## src/rtl/multiply_seq.sv

```systemverilog
// multiply_seq: multi-cycle shift-add multiplier, unsigned or two's-complement
// signed, with a start/busy/done handshake and a result held between operations.
module multiply_seq #(
    parameter int unsigned WIDTH = 32
) (
    input  logic                 clk,
    input  logic                 reset,
    input  logic                 start,
    input  logic                 signed_mode,
    input  logic [WIDTH-1:0]     a,
    input  logic [WIDTH-1:0]     b,
    output logic [2*WIDTH-1:0]   out,
    output logic                 busy,
    output logic                 done
);

    localparam int unsigned CW = $clog2(WIDTH + 1);
    localparam int unsigned PW = 2 * WIDTH;

    typedef enum logic [1:0] {
        IDLE = 2'd0,
        RUN  = 2'd1,
        DONE = 2'd2
    } state_t;

    state_t             state_q;
    logic [PW-1:0]      acc_q;
    logic [PW-1:0]      acc_d;
    logic [PW-1:0]      out_q;
    logic [WIDTH-1:0]   mcand_q;
    logic [WIDTH-1:0]   mag_a;
    logic [WIDTH-1:0]   mag_b;
    logic [WIDTH:0]     sum;
    logic [CW-1:0]      cnt_q;
    logic               sign_q;
    logic               busy_q;
    logic               done_q;

    // Operand magnitudes; -2^(W-1) maps to 2^(W-1) as an unsigned WIDTH-bit value.
    always_comb begin
        mag_a = a;
        mag_b = b;
        if (signed_mode && a[WIDTH-1]) begin
            mag_a = WIDTH'(-a);
        end
        if (signed_mode && b[WIDTH-1]) begin
            mag_b = WIDTH'(-b);
        end
    end

    // One shift-add step: the low half of acc holds the remaining multiplier bits.
    always_comb begin
        sum   = {1'b0, acc_q[PW-1:WIDTH]} + {1'b0, (acc_q[0] ? mcand_q : {WIDTH{1'b0}})};
        acc_d = {sum, acc_q[WIDTH-1:1]};
    end

    // Control FSM with datapath registers; reset has priority over start.
    always_ff @(posedge clk) begin
        if (reset) begin
            state_q <= IDLE;
            acc_q   <= '0;
            out_q   <= '0;
            mcand_q <= '0;
            cnt_q   <= '0;
            sign_q  <= 1'b0;
            busy_q  <= 1'b0;
            done_q  <= 1'b0;
        end else begin
            case (state_q)
                IDLE, DONE: begin
                    done_q <= 1'b0;
                    if (start) begin
                        sign_q  <= signed_mode & (a[WIDTH-1] ^ b[WIDTH-1]);
                        mcand_q <= mag_a;
                        acc_q   <= {{WIDTH{1'b0}}, mag_b};
                        cnt_q   <= '0;
                        busy_q  <= 1'b1;
                        state_q <= RUN;
                    end else begin
                        state_q <= IDLE;
                    end
                end
                RUN: begin
                    acc_q <= acc_d;
                    cnt_q <= cnt_q + CW'(1);
                    // Final iteration: the sign is applied to the just-computed accumulator.
                    if (cnt_q >= CW'(WIDTH - 1)) begin
                        out_q   <= sign_q ? PW'(-acc_d) : acc_d;
                        busy_q  <= 1'b0;
                        done_q  <= 1'b1;
                        state_q <= DONE;
                    end
                end
                default: begin
                    busy_q  <= 1'b0;
                    done_q  <= 1'b0;
                    state_q <= IDLE;
                end
            endcase
        end
    end

    assign out  = out_q;
    assign busy = busy_q;
    assign done = done_q;

endmodule
```

## config.mk

```make
export PLATFORM = sky130hd
export DESIGN_NAME = multiply_seq
export DESIGN_NICKNAME = d
export VERILOG_FILES = /design/src/rtl/multiply_seq.sv
export SDC_FILE = /design/constraint.sdc
export NUM_CORES = 1
export LEC_CHECK = 0
export ABC_AREA = 1
export BUFFER_PORTS_ARGS = -buffer_cell sky130_fd_sc_hd__buf_2
export CORE_MARGIN = 5
export CORE_UTILIZATION = 56
export CTS_CLUSTER_DIAMETER = 120
export DETAILED_ROUTE_END_ITERATION = 6
export GPL_ROUTABILITY_DRIVEN = 0
export HOLD_SLACK_MARGIN = 0.12
export PLACE_DENSITY = 0.87
export SYNTH_ARGS = -nofsm -noshare
export SYNTH_HDL_FRONTEND = slang
export SYNTH_SLANG_ARGS = --single-unit
```

## constraint.sdc

```tcl
create_clock -name clk -period 7.9 [get_ports clk]
set_input_delay 0.395 -clock clk [delete_from_list [all_inputs] [get_ports clk]]
set_output_delay 0.395 -clock clk [all_outputs]
set_load 0.05 [all_outputs]
```

[Yosys cells after proc, flatten, opt, wreduce, memory -nomap -nowiden]
Cells that the tools add are included.
Operators by class
  $add $sub $neg: 5
  $lt $le $gt $ge: 1
  equal/unequal tests: 4
  muxes and demuxes: 14
  bitwise gates (word level): 3
  reductions and logical operators: 10
Operator list (number)
  64-bit two-way mux: 2
  64-bit case mux with 2 select lines: 1
  32-bit two-way mux: 3
  32-bit negation: 2
  64-bit negation: 1
  32-bit by 32-bit adder with 33-bit output: 1
  6-bit case mux with 2 select lines: 1
  2-bit AND reduction: 4
  6-bit by 1-bit adder with 6-bit output, second input constant: 1
  6-bit by 5-bit greater-or-equal comparator with 1-bit output, second input constant: 1
  6-bit two-way mux: 1
  2-bit != test, second input constant: 2
  2-bit case mux with 2 select lines: 1
  2-bit OR reduction: 2
  1-bit two-way mux: 3
  2-bit by 1-bit == test with 1-bit output, second input constant: 1
  2-bit == test, second input constant: 1
  1-bit logical AND: 2
  2-bit zero test: 1
  2-bit two-way mux: 1
  1-bit case mux with 2 select lines: 1
  2-bit nonzero test: 1
  1-bit bitwise AND: 1
  1-bit NOT: 1
  1-bit bitwise XOR: 1
Storage, ports and cells
  flip-flop bits (word level): 171
  input port bits: 68
  word-level logic and storage cells: 45

[Logic depth before layout (Yosys ltp)]
  word-level depth: 4
  depth in mapped cells: 26
  depth with buffers taken out: 24

[Worst setup path after synthesis]
Ideal clock, no wire load.
  kind: reg-to-reg
  start: register acc_q[0]
  end: register out_q[63] (netlist: out[63])
  setup time: 0.109 ns
  data arrival time: 2.799 ns
  path slack: 4.992 ns
  cell stages (with the launch flop): 23
  clock period less this slack: 2.908 ns
  cells stage by stage: dfxtp_1 -> clkbuf_1 -> clkbuf_1 -> nand2_1 -> inv_1 -> ha_1 -> fa_1 -> inv_1 -> nand2_1 -> nor2_1 -> nand2_1 -> nor2_1 -> nand2_1 -> nor3_2 -> nand2_1 -> nor2_4 -> nand3_2 -> nand2_2 -> nand2_1 -> nand2_1 -> nand3_1 -> nand2_1 -> inv_1
Between the ends
  word-level cells in the longest chain between the ends: 4
Ends and longest elaborated chain
  from (decl): line 27  | logic [PW-1:0] acc_q;
  from (signal assigned): line 75  | acc_q <= {{WIDTH{1'b0}}, mag_b};
  32-bit two-way mux *: line 53  | sum = {1'b0, acc_q[PW-1:WIDTH]} + {1'b0, (acc_q[0] ? mcand_q : {WIDTH{1'b0}})};
  32-bit by 32-bit adder with 33-bit output *: line 53
  64-bit negation: line 88  | out_q <= sign_q ? PW'(-acc_d) : acc_d;
  64-bit two-way mux *: line 88
  to (signal assigned): line 88
  to (decl): line 29  | logic [PW-1:0] out_q;
Mark *: on every way between the ends. The rest lies on a longest branch, timed or not.
A chain may end at the register's enable or synchronous reset.

[Worst setup path in the final report]
  start: register acc_q[0]
  end: register out_q[59] (netlist: out[59])
Same word-level chain as after synthesis.

==> results.json <==
{
  "final-hold-violation-count": 0,
  "min_period_ns": 3.64,
  "grt_max_degree": 108,
  "cts_buffers": 17,
  "cts_resized": 0,
  "vias_per_cell": 5.81,
  "clkTransAtPathRegs_ns": 0.07,
  "syn_area_per_cell_sq_um": 6.05,
  "outcome": "finished with violations",
  "yosys.area_share.simple": 0.382,
  "worstSetupStartpointType": "register",
  "postRouteAntennaNets": 0,
  "p_leak_nw": 7.26,
  "synth_flop_cell": "dfxtp_1",
  "setup_viol": 0,
  "first_global_vias": 13049,
  "dieArea_sq_um": 25200,
  "start_util": 0.568,
  "final_nets": 2241,
  "dr_total_vias": 14103,
  "dieWidth_microns": 159,
  "async_flop_share": 0,
  "drc": 4,
  "synthMuxAreaShare": 0,
  "finalCritPeriodShare": 0.461,
  "wirelength_microns": 38600,
  "syn_nets": 2153,
  "clock-sinks": 171,
  "finalSetupTns_ns": 0,
  "endpoint_kind": "register",
  "boundaryPins": 134,
  "dp_cells": 2397,
  "p_per_area_nw_per_um2": 157,
  "relSlewSlack": 0.203,
  "cts_hold_buf": 0,
  "drt_iter0_markers": 1823,
  "required_ns": 8.25,
  "synth_xor_area_frac": 0.0396,
  "slew_violations": 0,
  "holdWs_ns": 0.229,
  "grt_pass1_wl_microns": 63500,
  "synth.distinct_cells": 49,
  "drv_cap": 0,
  "fin_worst_skew_ns": 0.0148,
  "violations": "DRC",
  "placeableCoreArea_sq_um": 21800,
  "worstMarginPinSlew_ns": 1.19,
  "cts_buffer_depth": 2,
  "synth_adder_area_share": 0.0380,
  "worstPathArrival_ns": 3.99,
  "ys_seq_area_frac": 0.276,
  "fmax_mhz": 275,
  "hold_path_class": "primary input to register",
  "yosysWarningCount": 0,
  "die_h_microns": 159,
  "synth_top_family_by_area": "simple AND/OR/NAND/NOR gates",
  "synth_compound_area_frac": 0.150,
  "post_cts_buffers": 0,
  "hpwl_microns": 28400,
  "mostFrequentLayoutCells": "nand2_1, inv_1, nor2_1",
  "grt_usage": 0.295,
  "antenna_cells": 0,
  "first_pass_iters": 7,
  "area_growth_pct": 11.1,
  "overflow": 0,
  "ir_drop_uv": 121,
  "finalNonFillerCells": 2429,
  "cts-root-buf": "clkbuf_16",
  "cp_max_fo": 33,
  "std_cell_rows": 54,
  "drive_gt1_frac": 0.125,
  "worstSetupPathType": "register to register",
  "synth_area_sq_um": 12400,
  "final_common_cell": "nand2_1",
  "cts_tree": "done",
  "antenna_found_initial": 0,
  "h-tree-depth": 4,
  "clock_latency_ns": 0.45,
  "synth_cells": 2048,
  "ys_seq_elements": 171,
  "rsz0062_at_grt": "no",
  "wl_per_cell_microns": 15.9,
  "portBuffers": 133,
  "synth_enable_flop_cells": 0
}
layout make-up:
type	instances	area, sq um
Inverter	305	1140
Tap cell	280	350
Clock buffer	18	439
Timing Repair Buffer	141	726
Multi-Input combinational cell	1500	7550
Fill cell	1916	8050
Clock inverter	14	135
Sequential cell	171	3420
flip-flops by register name (all words and copies together) (netlist names):
register	cells
cnt_q	6
sign_q	1
done	1
mcand_q	32
busy	1
state_q	2
acc_q	64
out	64
worst max-delay path: stages, from the launching register on:
cell,delay [ns]
dfxtp_1,0.96
nand2_1,0.11
inv_1,0.09
ha_1,0.23
fa_1,0.49
inv_1,0.10
nand2_1,0.06
nor2_1,0.13
nand2_1,0.06
nor2_1,0.10
nand2_1,0.11
nor3_2,0.22
nand2_1,0.19
nor2_4,0.18
nor2_2,0.07
nor2_2,0.14
nand2_1,0.06
nand2_1,0.06
nand3_1,0.06
nand2_1,0.08
inv_1,0.04
cells by family after synthesis:
| family | after synthesis |
|---|---|
| adder cells (fa/ha/maj) | 37 |
| flip-flops | 171 |
| XOR/XNOR | 56 |
| AND/OR/NAND/NOR | 1086 |
| buffers and inverters | 377 |
| AO/OA/AOI/OAI | 321 |
report_power, final:
part	switching (mW)	internal, mW
sequential	0.0393	0.894
combinational	0.262	0.122
clock	0.402	0.450
total	0.703	1.47
per-stage QoR:
step / total power, mW / utilization / setup WS [ns] / cell area (sq um)
after global routing: 2.24 / 0.631 / 3.96 / 13800
after global placement: 1.31 / 0.605 / 4.44 / 13200
final: 2.17 / 0.631 / 4.26 / 13800
after CTS: 2.15 / 0.631 / 4.34 / 13800
after floorplan: 1.21 / - / 4.99 / 12400
after detailed placement: 1.32 / 0.605 / 4.36 / 13200
layer usage:
layer | part of all wire | track usage | vias to the layer above
met3 | 0.12 | 0.0568 | 157
met4 | 0.044 | 0.129 | 0
met5 | 0 | 0 | -
met2 | 0.44 | 0.462 | 891
li1 | - | - | 6725
met1 | 0.40 | 0.397 | 6330
cells in the mapped netlist (10+ instances only):
master / n / share of area
buf_1: 12 / 0.0036
nand4_1: 21 / 0.011
ha_1: 36 / 0.036
o221ai_1: 27 / 0.019
o21ai_0: 131 / 0.053
nor2_1: 225 / 0.068
nor3_1: 17 / 0.0069
nand3_2: 11 / 0.0089
nand2_2: 30 / 0.015
nor2_2: 17 / 0.0086
dfxtp_1: 171 / 0.28
nand2_1: 580 / 0.18
inv_1: 299 / 0.091
nand3b_1: 21 / 0.013
a21oi_1: 95 / 0.038
nand3_1: 131 / 0.053
xnor2_1: 10 / 0.0071
xor2_1: 46 / 0.033
a31oi_1: 27 / 0.014
clkbuf_1: 54 / 0.016
path summary, 6_finish.rpt:
path / start / to / slack, ns / cells past startpoint
max: acc_q[0] / out[59] / 4.26 / 20
min: start / acc_q[20] / 0.23 / 3
max reg2reg: acc_q[0] / out[59] / 4.26 / 20
min reg2reg: state_q[0] / busy / 0.45 / 1
(Power assumes the default switching activity.)
